### src/rtl/surf_cout_autotrain.sv
// Autonomous COUT lane link training: IDELAY eye scan, centring on the widest
// error-free window, then bitslip alignment against the training word.
module surf_cout_autotrain #(
    parameter logic [31:0] TRAIN_SEQUENCE = 32'hA55A6996,
    parameter int          SETTLE_CYCLES  = 16,
    parameter int          CAPTURE_WAIT   = 8,
    parameter int          RST_CYCLES     = 4,
    parameter int          MIN_EYE        = 4,
    parameter int          MAX_BITSLIP    = 8
) (
    input  logic        wb_clk_i,
    input  logic        wb_rst_i,
    input  logic        start_i,
    input  logic [31:0] cout_data_i,
    input  logic        cout_biterr_i,
    output logic [5:0]  idelay_value_o,
    output logic        idelay_load_o,
    output logic        iserdes_rst_o,
    output logic        bitslip_o,
    output logic        cout_capture_o,
    output logic        busy_o,
    output logic        done_o,
    output logic        fail_o,
    output logic [5:0]  eye_start_o,
    output logic [6:0]  eye_width_o
);

    typedef enum logic [3:0] {
        S_IDLE, S_RST, S_LOAD, S_SETTLE, S_CAP, S_EVAL, S_CENTER,
        S_CSETTLE, S_ACAP, S_AEVAL, S_SLIP, S_DONE, S_FAIL
    } state_t;

    localparam logic [7:0] LP_RST_LAST    = 8'(RST_CYCLES - 1);
    localparam logic [7:0] LP_SETTLE_LAST = 8'(SETTLE_CYCLES - 1);
    localparam logic [7:0] LP_CAP_LAST    = 8'(CAPTURE_WAIT);
    localparam logic [6:0] LP_MIN_EYE     = 7'(MIN_EYE);
    localparam logic [7:0] LP_MAX_SLIP    = 8'(MAX_BITSLIP);

    state_t     r_state;
    state_t     w_next;
    logic [7:0] r_cnt;
    logic [5:0] r_tap;
    logic [5:0] r_run_start;
    logic [6:0] r_run_len;
    logic [5:0] r_best_start;
    logic [6:0] r_best_len;
    logic [7:0] r_slips;
    logic [5:0] r_idelay;
    logic [5:0] r_eye_start;
    logic [6:0] r_eye_width;

    logic       w_good;
    logic [6:0] w_run_len_nx;
    logic [5:0] w_run_start_nx;
    logic [6:0] w_close_len;
    logic       w_close;
    logic       w_eye_ok;
    logic [5:0] w_centre;
    logic       w_match;
    logic       w_start_ok;

    assign w_good         = !cout_biterr_i;
    assign w_run_len_nx   = w_good ? r_run_len + 7'd1 : 7'd0;
    assign w_run_start_nx = (w_good && r_run_len == 7'd0) ? r_tap : r_run_start;
    // A run closes on a bad tap (previous run) or at tap 63 (run including it).
    assign w_close_len    = w_good ? w_run_len_nx : r_run_len;
    assign w_close        = !w_good || (r_tap == 6'd63);
    assign w_eye_ok       = (r_best_len >= LP_MIN_EYE);
    assign w_centre       = r_best_start + r_best_len[6:1];
    assign w_match        = !cout_biterr_i && (cout_data_i == TRAIN_SEQUENCE);
    assign w_start_ok     = start_i &&
                            (r_state == S_IDLE || r_state == S_DONE || r_state == S_FAIL);

    always_comb begin
        w_next = r_state;
        case (r_state)
            S_IDLE, S_DONE, S_FAIL: if (start_i) w_next = S_RST;
            S_RST:     if (r_cnt == LP_RST_LAST) w_next = S_LOAD;
            S_LOAD:    w_next = S_SETTLE;
            S_SETTLE:  if (r_cnt == LP_SETTLE_LAST) w_next = S_CAP;
            S_CAP:     if (r_cnt == LP_CAP_LAST) w_next = S_EVAL;
            S_EVAL:    w_next = (r_tap == 6'd63) ? S_CENTER : S_LOAD;
            S_CENTER:  w_next = w_eye_ok ? S_CSETTLE : S_FAIL;
            S_CSETTLE: if (r_cnt == LP_SETTLE_LAST) w_next = S_ACAP;
            S_ACAP:    if (r_cnt == LP_CAP_LAST) w_next = S_AEVAL;
            S_AEVAL: begin
                if (w_match)                   w_next = S_DONE;
                else if (r_slips == LP_MAX_SLIP) w_next = S_FAIL;
                else                           w_next = S_SLIP;
            end
            S_SLIP:    if (r_cnt == LP_CAP_LAST) w_next = S_ACAP;
            default:   w_next = S_IDLE;
        endcase
    end

    always_comb begin
        idelay_load_o  = (r_state == S_LOAD) || (r_state == S_CENTER && w_eye_ok);
        iserdes_rst_o  = (r_state == S_RST);
        cout_capture_o = (r_state == S_CAP || r_state == S_ACAP) && (r_cnt == 8'd0);
        bitslip_o      = (r_state == S_SLIP) && (r_cnt == 8'd0);
        busy_o         = !(r_state == S_IDLE || r_state == S_DONE || r_state == S_FAIL);
        done_o         = (r_state == S_DONE);
        fail_o         = (r_state == S_FAIL);
        eye_start_o    = r_eye_start;
        eye_width_o    = r_eye_width;
        idelay_value_o = r_idelay;
        if (r_state == S_LOAD)
            idelay_value_o = r_tap;
        else if (r_state == S_CENTER && w_eye_ok)
            idelay_value_o = w_centre;
    end

    always_ff @(posedge wb_clk_i or posedge wb_rst_i) begin
        if (wb_rst_i) begin
            r_state <= S_IDLE;
            r_cnt   <= 8'd0;
        end else begin
            r_state <= w_next;
            r_cnt   <= (w_next != r_state) ? 8'd0 : r_cnt + 8'd1;
        end
    end

    always_ff @(posedge wb_clk_i or posedge wb_rst_i) begin
        if (wb_rst_i) begin
            r_tap        <= 6'd0;
            r_run_start  <= 6'd0;
            r_run_len    <= 7'd0;
            r_best_start <= 6'd0;
            r_best_len   <= 7'd0;
            r_slips      <= 8'd0;
            r_idelay     <= 6'd0;
            r_eye_start  <= 6'd0;
            r_eye_width  <= 7'd0;
        end else begin
            if (w_start_ok) begin
                r_tap        <= 6'd0;
                r_run_start  <= 6'd0;
                r_run_len    <= 7'd0;
                r_best_start <= 6'd0;
                r_best_len   <= 7'd0;
                r_slips      <= 8'd0;
                r_eye_start  <= 6'd0;
                r_eye_width  <= 7'd0;
            end
            if (r_state == S_LOAD)
                r_idelay <= r_tap;
            if (r_state == S_EVAL) begin
                r_run_len   <= w_run_len_nx;
                r_run_start <= w_run_start_nx;
                // Strictly longer only: ties keep the earliest window.
                if (w_close && w_close_len > r_best_len) begin
                    r_best_len   <= w_close_len;
                    r_best_start <= w_run_start_nx;
                end
                if (r_tap != 6'd63)
                    r_tap <= r_tap + 6'd1;
            end
            if (r_state == S_CENTER && w_eye_ok) begin
                r_idelay    <= w_centre;
                r_eye_start <= r_best_start;
                r_eye_width <= r_best_len;
            end
            if (r_state == S_SLIP && r_cnt == 8'd0)
                r_slips <= r_slips + 8'd1;
        end
    end

endmodule

### config.mk
export PLATFORM = sky130hd
export DESIGN_NAME = surf_cout_autotrain
export DESIGN_NICKNAME = d
export VERILOG_FILES = /design/src/rtl/surf_cout_autotrain.sv
export SDC_FILE = /design/constraint.sdc
export NUM_CORES = 1
export LEC_CHECK = 0
export CORE_MARGIN = 10
export CORE_UTILIZATION = 35
export DETAILED_ROUTE_END_ITERATION = 12
export PLACE_DENSITY = 0.59
export SLEW_MARGIN = 5
export SYNTH_ARGS = -nofsm -noshare
export SYNTH_HDL_FRONTEND = slang
export SYNTH_SLANG_ARGS = --single-unit
### constraint.sdc
create_clock -name wb_clk_i -period 4.1 [get_ports wb_clk_i]
set_clock_uncertainty 0.1 [all_clocks]
set_input_delay 1.23 -clock wb_clk_i [delete_from_list [all_inputs] [get_ports wb_clk_i]]
set_output_delay 1.23 -clock wb_clk_i [all_outputs]
set_load 0.02 [all_outputs]
After elaboration in Yosys (flattened, before gate mapping):

Cells that the tools add are included.

* bits in registers: 71
* output and inout port bits: 26
* word-level logic and storage cells: 97

* add/sub/neg operators: 5
* $lt $le $gt $ge: 2
* eq/ne operators: 20
* mux-type cells: 37
* reductions and logical operators: 22

Operators by type and width (number)
* 6-bit 2-to-1 mux: 14
* 7-bit 2-to-1 mux: 8
* 4-bit case mux with 11 select lines: 1
* 32-bit == test, second input constant: 1
* 4-bit 2-to-1 mux: 8
* 8-bit by 4-bit == test with 1-bit output, second input constant: 3
* 8-bit 2-to-1 mux: 3
* 4-bit == test, second input constant: 5
* 8-bit by 1-bit adder with 8-bit output, second input constant: 2
* 4-bit by 3-bit == test with 1-bit output, second input constant: 4
* 3-bit 2-to-1 mux: 3
* 4-bit by 2-bit == test with 1-bit output, second input constant: 2
* 8-bit by 2-bit == test with 1-bit output, second input constant: 1
* 8-bit zero test: 1
* 2-bit nonzero test: 4
* 7-bit by 1-bit adder with 7-bit output, second input constant: 1
* 7-bit by 3-bit greater-or-equal comparator with 1-bit output, second input constant: 1
* 7-bit > comparator: 1
* 1-bit logical AND: 7
* 7-bit zero test: 1
* 6-bit by 1-bit adder with 6-bit output, second input constant: 1
* 6-bit adder: 1
* 6-bit == test, second input constant: 1
* 6-bit inequality test, second input constant: 1
* other kinds (6): 11

Depth between registers and ports, before layout:

Gate-level depths: netlist (run 1).

* word-level depth: 7
* gate-level depth with buffers: 12
* gate-level depth less buffers: 11

Worst setup path before layout (run 1):

No wires, ideal clock.

* kind: input-to-reg
* start point: in cout_biterr_i
* end point: reg r_best_len[3]
* arrival: 3.564 ns
* required time: 3.875 ns
* setup slack: 0.311 ns
* cell stages on the path: 12
* path buffers: 2
* cell sequence: inv_1 clkbuf_1 nand2_1 o21ai_0 ha_1 nor2b_1 o21a_1 o21ai_0 a21oi_1 o31ai_1 buf_2 mux2_2

* word-level cells in the longest chain between the ends: 6
* elaborated cells between the ends (all ways): 7

Ends and longest elaborated chain
* start, declared: line 15 `input logic cout_biterr_i,`
* 7-bit 2-to-1 mux: line 63 `assign w_run_len_nx = w_good ? r_run_len + 7'd1 : 7'd0;`
* 7-bit 2-to-1 mux: line 66 `assign w_close_len = w_good ? w_run_len_nx : r_run_len;`
* 7-bit > comparator: line 151 `if (w_close && w_close_len > r_best_len) begin`
* 1-bit logical AND: line 151
* 7-bit 2-to-1 mux *: line 151
* 7-bit 2-to-1 mux *: line 147 `if (r_state == S_EVAL) begin`
* end signal, assigned: line 152 `r_best_len <= w_close_len;`
* end, declared: line 46 `logic [6:0] r_best_len;`

Every way passes the cells marked *; elsewhere a longest branch is shown, timed or not.
A chain may end at the register's enable or synchronous reset.

Final worst setup path (run 1):

* start point: reg r_best_len[2]
* end point: out idelay_value_o[4]

* word-level cells in the longest chain between the ends: 4
* elaborated cells between the ends (all ways): 5

Ends and longest elaborated chain
* 7-bit by 3-bit greater-or-equal comparator with 1-bit output: line 68 `assign w_eye_ok = (r_best_len >= LP_MIN_EYE);`
* 1-bit logical AND: line 109 `else if (r_state == S_CENTER && w_eye_ok)`
* 6-bit 2-to-1 mux *: line 109
* 6-bit 2-to-1 mux *: line 107 `if (r_state == S_LOAD)`
* end, declared: line 16 `output logic [5:0] idelay_value_o,`

Marks and branches as above.

==> metrics, run 1 <==
status=complete, no violations; Slew headroom=30.1%; Synth Cell Area=4220 sq um; clock latency on the worst-skew pair=0.34 ns; Synth area leaders=dfrtp_1 (42%), ha_1 (5.9%), nand2_1 (5.0%); dominant synthesized flop cell=dfrtp_1; Via density=5.26; top cell type's share of synthesized area=42.1%; Worst setup EP type=output port; Tightest Pin Transition=1.05 ns; EDFF count, synth=0; crit path kind=register to output port; final setup fails=0; most common cell after layout, fill and taps aside=dfrtp_1; Pwr Total=2.16 mW; maxcap violations=0; CTS tree=built; Fin Setup TNS=0 ns; Worst EP arrival=2.60 ns; die height=130 um; Max clock buf depth=2; fin crit period=3.93 ns; Synth Area in Simple Gates=21.9%; YS warnings=0; commonest cells after routing, fill and taps aside=dfrtp_1 (71), clkdlybuf4s50_1 (60), nand2_1 (55); Post-route DRC=0; vias in the first global route=3,492; WP data required=2.77 ns; Die ar.=16,800 sq um; Post-synth ARST share=100%; DR pass1 iterations=4; synthesized area per cell=9.13 sq um; Final Hold Fails=0; chip width=130 um; VDD IR max=0.000242 V; cells after synthesis=462; H-Tree Level Count=3; Crit. Startpoint=r_best_len[2]; Synth Area in XOR/XNOR=3.95%; initial antenna violation count=0; Synth Net Count=519; Core Area=11,900 sq um; Synth Area in Adders=6.41%; DP Cell Count=664; Pleak=2.53 nW; Non-Filler Instances=680; Hold Crit Class=register to register; power per cell area=402 nW/um^2; cts bufs inserted=9; crit path launch type=register; Slew Limit Fails=0; fraction of layout cells with a size suffix above 1=8.44%; post-synth top area cell=dfrtp_1; fill cell count=1,199; Hold Path Origin=r_idelay[0]; first-pass GRT wire length=17.4 mm; # rows=40; clk slew on worst S/H paths=0.06 ns; Port-buffer cells=61; # nets final=585; fin crit share=95.9%; DR vias=3,574; main combinational cell family by area after synthesis=simple AND/OR/NAND/NOR gates; RR Startpoint=r_run_len[1]; post-synthesis mux area share=5.91%; 1st-iter DRT viols=242; Initial Utilization=35.4%; flops & latches, synth=71; P&R area growth vs syn=27.6%; Fmax achieved=0.254 GHz; CP Max Fanout=4; clock tree sinks=71; total gr overflow=0; GP Congestion=0.820; hpwl dp=7.93 mm; complex-gate fraction of the synthesized area=15.9%; library cells used by synthesis=49; clk root buf=clkbuf_16; boundary pin count=62; RSZ-0062 raised after global routing=false; hold buffers post-CTS=0; Antenna Diode Count=0; final WL=10.6 mm; GRT Overall Usage=13.0%; post-route ant nets=0; Seq/Total Area, Yosys=42.1%; Hold WS=0.364 ns; largest net degree at the start of global routing=37; WL/cell=15.6 um
==> synthesized netlist by cell type (11+ instances only) <==
master    instances
a21oi_1          23
inv_1            22
nor2_1           33
dfrtp_1          71
clkbuf_1         14
o21ai_0          34
nand3_1          30
nand2_1          56
ha_1             20
and3_1           12
a22o_1           11
mux2i_1          17
==> per-stage QoR <==
stage	util, %	worst slack [ns]	area, sq um
3_5_place_dp	42.4	0.132	5050
5_1_grt	45.2	0.0222	5380
6_report	45.2	0.169	5380
4_1_cts	45.1	0.0373	5370
3_3_place_gp	42.4	0.159	5050
2_1_floorplan	-	0.311	4220
==> layer usage <==
| layer | share of wire (%) | vias to the layer above | GRT usage [%] |
|---|---|---|---|
| li1 | - | 1788 | - |
| met1 | 46 | 1685 | 16.1 |
| met2 | 45 | 91 | 20.3 |
| met3 | 7.8 | 10 | 5.19 |
| met4 | 0.99 | 0 | 3.70 |
| met5 | 0 | - | 0 |
==> final timing paths <==
kind,slack (ns),cells past startpoint,end
worst max-delay path,0.17,8,idelay_value_o[4]
worst min-delay path,0.36,2,r_idelay[0]
worst max register to register,1.32,10,r_best_len[2]
worst min register to register,0.36,2,r_idelay[0]
max in group asynchronous,1.99,3,r_best_start[5]
min in group asynchronous,1.26,2,r_slips[0]
==> worst max-delay path, stage by stage, from the launching register on <==
cell and delay [ns]:
dfrtp_1 0.43, inv_1 0.15, fa_1 0.45, inv_1 0.07, a21o_1 0.11, a21oi_1 0.07, xor2_1 0.15, o21ai_0 0.20
clkdlybuf4s50_1 0.65
==> flip-flops by register name, indices dropped and copies added (netlist names), 6 cells and up <==
| name | flops |
|---|---|
| r_slips | 8 |
| r_run_len | 7 |
| eye_start_o | 6 |
| r_best_len | 7 |
| r_run_start | 6 |
| r_best_start | 6 |
| r_tap | 6 |
| eye_width_o | 7 |
| r_idelay | 6 |
| r_cnt | 8 |
==> kinds of logic (layout without fill, tap and decap cells) <==
family / Yosys count / count (layout)
DFF: 71 / 71
AOI/OAI and AO/OA: 104 / 104
muxes: 24 / 24
buffers and inverters: 41 / 112
xor gates and xnor gates: 19 / 19
adders and majority gates: 21 / 21
and+or+nand+nor: 182 / 182
==> repair_timing <==
item | 4_1_cts | 5_1_grt
setup buffers | 0 | 0
gates resized for setup | 0 | 4
setup endpoints to repair | 0 | 6
==> power breakdown <==
part	leakage [nW]	internal (mW)	switching, mW
Clock	0.150	0.537	0.312
Combinational	1.40	0.217	0.325
Sequential	0.984	0.739	0.0337
Total	2.53	1.49	0.671
==> layout make-up <==
| cell class | instances | area [sq um] | area share (%) |
|---|---|---|---|
| clock buffer | 10 | 229 | 4.26 |
| clock inverter | 6 | 92.6 | 1.72 |
| inverter | 22 | 82.6 | 1.53 |
| multi-input combinational | 350 | 2290 | 42.6 |
| sequential | 71 | 1780 | 33.0 |
| tap | 147 | 184 | 3.42 |
| timing repair buffer | 74 | 723 | 13.4 |
Note: power is estimated with default switching activity, not from simulation.
==> run 2, diff against run 1 <==
PLACE_DENSITY = unset   (was 0.59)
PLACE_DENSITY_LB_ADDON = 0.2   (was unset)
==> run 2 against run 1 <==
Register-to-register slack got worse by 0.09 ns. Global-route usage rose by 0.26 points. Sequential share of layout area is 0.092 points lower. Non-clock buffer count grew 2. Power about the same. Critical endpoint is now idelay_value_o[2]. Largest cell class unchanged.
==> metrics, run 2 (synthesized netlist as in run 1, its figures left out) <==
area of the multi-input gates=2290 sq um; initial antenna violation count=0; area post-placement=5060 sq um; fin crit period=3.99 ns; DR vias=3,611; H-Tree Level Count=3; fin crit share=97.4%; Slew Limit Fails=0; fill cell count=1,177; hpwl dp=7.99 mm; flop2flop setup slack=1.23 ns; WP data required=2.77 ns; die height=130 um; Via density=5.30; commonest cells after routing, fill and taps aside=dfrtp_1 (71), clkdlybuf4s50_1 (60), nand2_1 (55); CP Max Fanout=18; crit path kind=register to output port; Antenna Diode Count=0; first-pass GRT wire length=17.9 mm; crit path launch type=register; maxcap violations=0; Bufs and invs on worst path=1; CTS tree=built; Non-Filler Instances=681; Fmax achieved=0.250 GHz; Sequential cell area=1780 sq um; post-route ant nets=0; # nets final=587; VDD IR max=0.000244 V; CP max stage delay=0.54 ns; clock latency on the worst-skew pair=0.33 ns; DR pass1 iterations=4; most common cell after layout, fill and taps aside=dfrtp_1; final setup fails=0; # rows=40; Worst setup EP type=output port; status=complete, no violations; total gr overflow=0; clock tree sinks=71; fin area=5400 sq um; clk slew on worst S/H paths=0.06 ns; chip width=130 um; clk root buf=clkbuf_16; Pleak=2.55 nW; largest net degree at the start of global routing=72; Fin Setup TNS=0 ns; boundary pin count=62; worst-path cell chain=nor3_1 -> nand2_1 -> nand2_2 -> nor2_1 -> a221o_1 -> clkdlybuf4s50_1; biggest regs=r_cnt (8), r_slips (8); WL/cell=15.6 um; Core Area=11,900 sq um; CP top delay family=simple AND/OR/NAND/NOR gates; P&R area growth vs syn=28.0%; power per cell area=401 nW/um^2; fraction of layout cells with a size suffix above 1=8.80%; Post-route DRC=0; Worst path slowest cell=clkdlybuf4s50_1; GRT Overall Usage=13.2%; GP Congestion=0.780; Port-buffer cells=61; final WL=10.6 mm; 1st-iter DRT viols=263; Slew headroom=53.4%; DP Cell Count=666; Worst EP arrival=2.66 ns; Final Hold Fails=0; Hold Crit Class=register to register; Tightest Pin Transition=0.700 ns; Initial Utilization=35.4%; vias in the first global route=3,684; Die ar.=16,800 sq um; cts bufs inserted=9; Max clock buf depth=2
## run 2: timing repair
action,CTS,global route
setup endpoints to repair,1,4
hold buffers,0,0
resized for setup,1,3
buffers inserted,0,0
## run 2: through the flow
| stage | power, mW | hold slack, ns | utilization, % | setup slack [ns] |
|---|---|---|---|---|
| final | 2.17 | 0.370 | 45.3 | 0.107 |
| after global routing | 2.29 | 0.397 | 45.3 | -0.00234 |
| after CTS | 2.19 | 0.373 | 45.2 | 0.0178 |
| after detailed placement | 1.33 | 0.360 | 42.5 | 0.118 |
| after global placement | 1.32 | 0.345 | 42.5 | 0.233 |
| after floorplan | 1.13 | 0.333 | - | 0.311 |
## run 2: area by class of cell
cell class,instances,share of cell area [%]
inverters,22,1.53
clock inverters,5,1.53
flip-flops and latches,71,32.9
clock buffers,10,4.43
well taps,147,3.41
multi-input cells,350,42.5
repair buffers,76,13.7
## run 2: worst min-delay path: cells and delay by family (launching register included)
family / cells / cell delay, ns
DFF: 1 / 0.33
and+or+nand+nor: 2 / 0.11
## run 2: final timing paths
| path | startpoint | to | depth (start not counted) |
|---|---|---|---|
| max | r_best_len[3] | idelay_value_o[2] | 6 |
| min in group asynchronous | wb_rst_i | eye_width_o[4] | 3 |
| min reg2reg | r_idelay[0] | r_idelay[0] | 2 |
| min | r_idelay[0] | r_idelay[0] | 2 |
| max reg2reg | r_run_len[1] | r_best_start[5] | 13 |
| max in group asynchronous | wb_rst_i | r_cnt[5] | 3 |
## run 2: power by group
part | internal [mW] | total, mW | switching, mW | leakage (nW)
clock network | 0.546 | 0.842 | 0.296 | 0.159
logic | 0.222 | 0.552 | 0.330 | 1.41
registers | 0.739 | 0.772 | 0.0325 | 0.984
total | 1.51 | 2.17 | 0.658 | 2.55
## run 2: metal layers
layer  routed length [um]  GRT usage [%]  up-vias
met5                    0              0        -
met4                  177           4.76        0
met3                  811           4.54       12
met2                 4850           21.3       96
met1                 4800           16.1     1708
li1                     -              -     1795
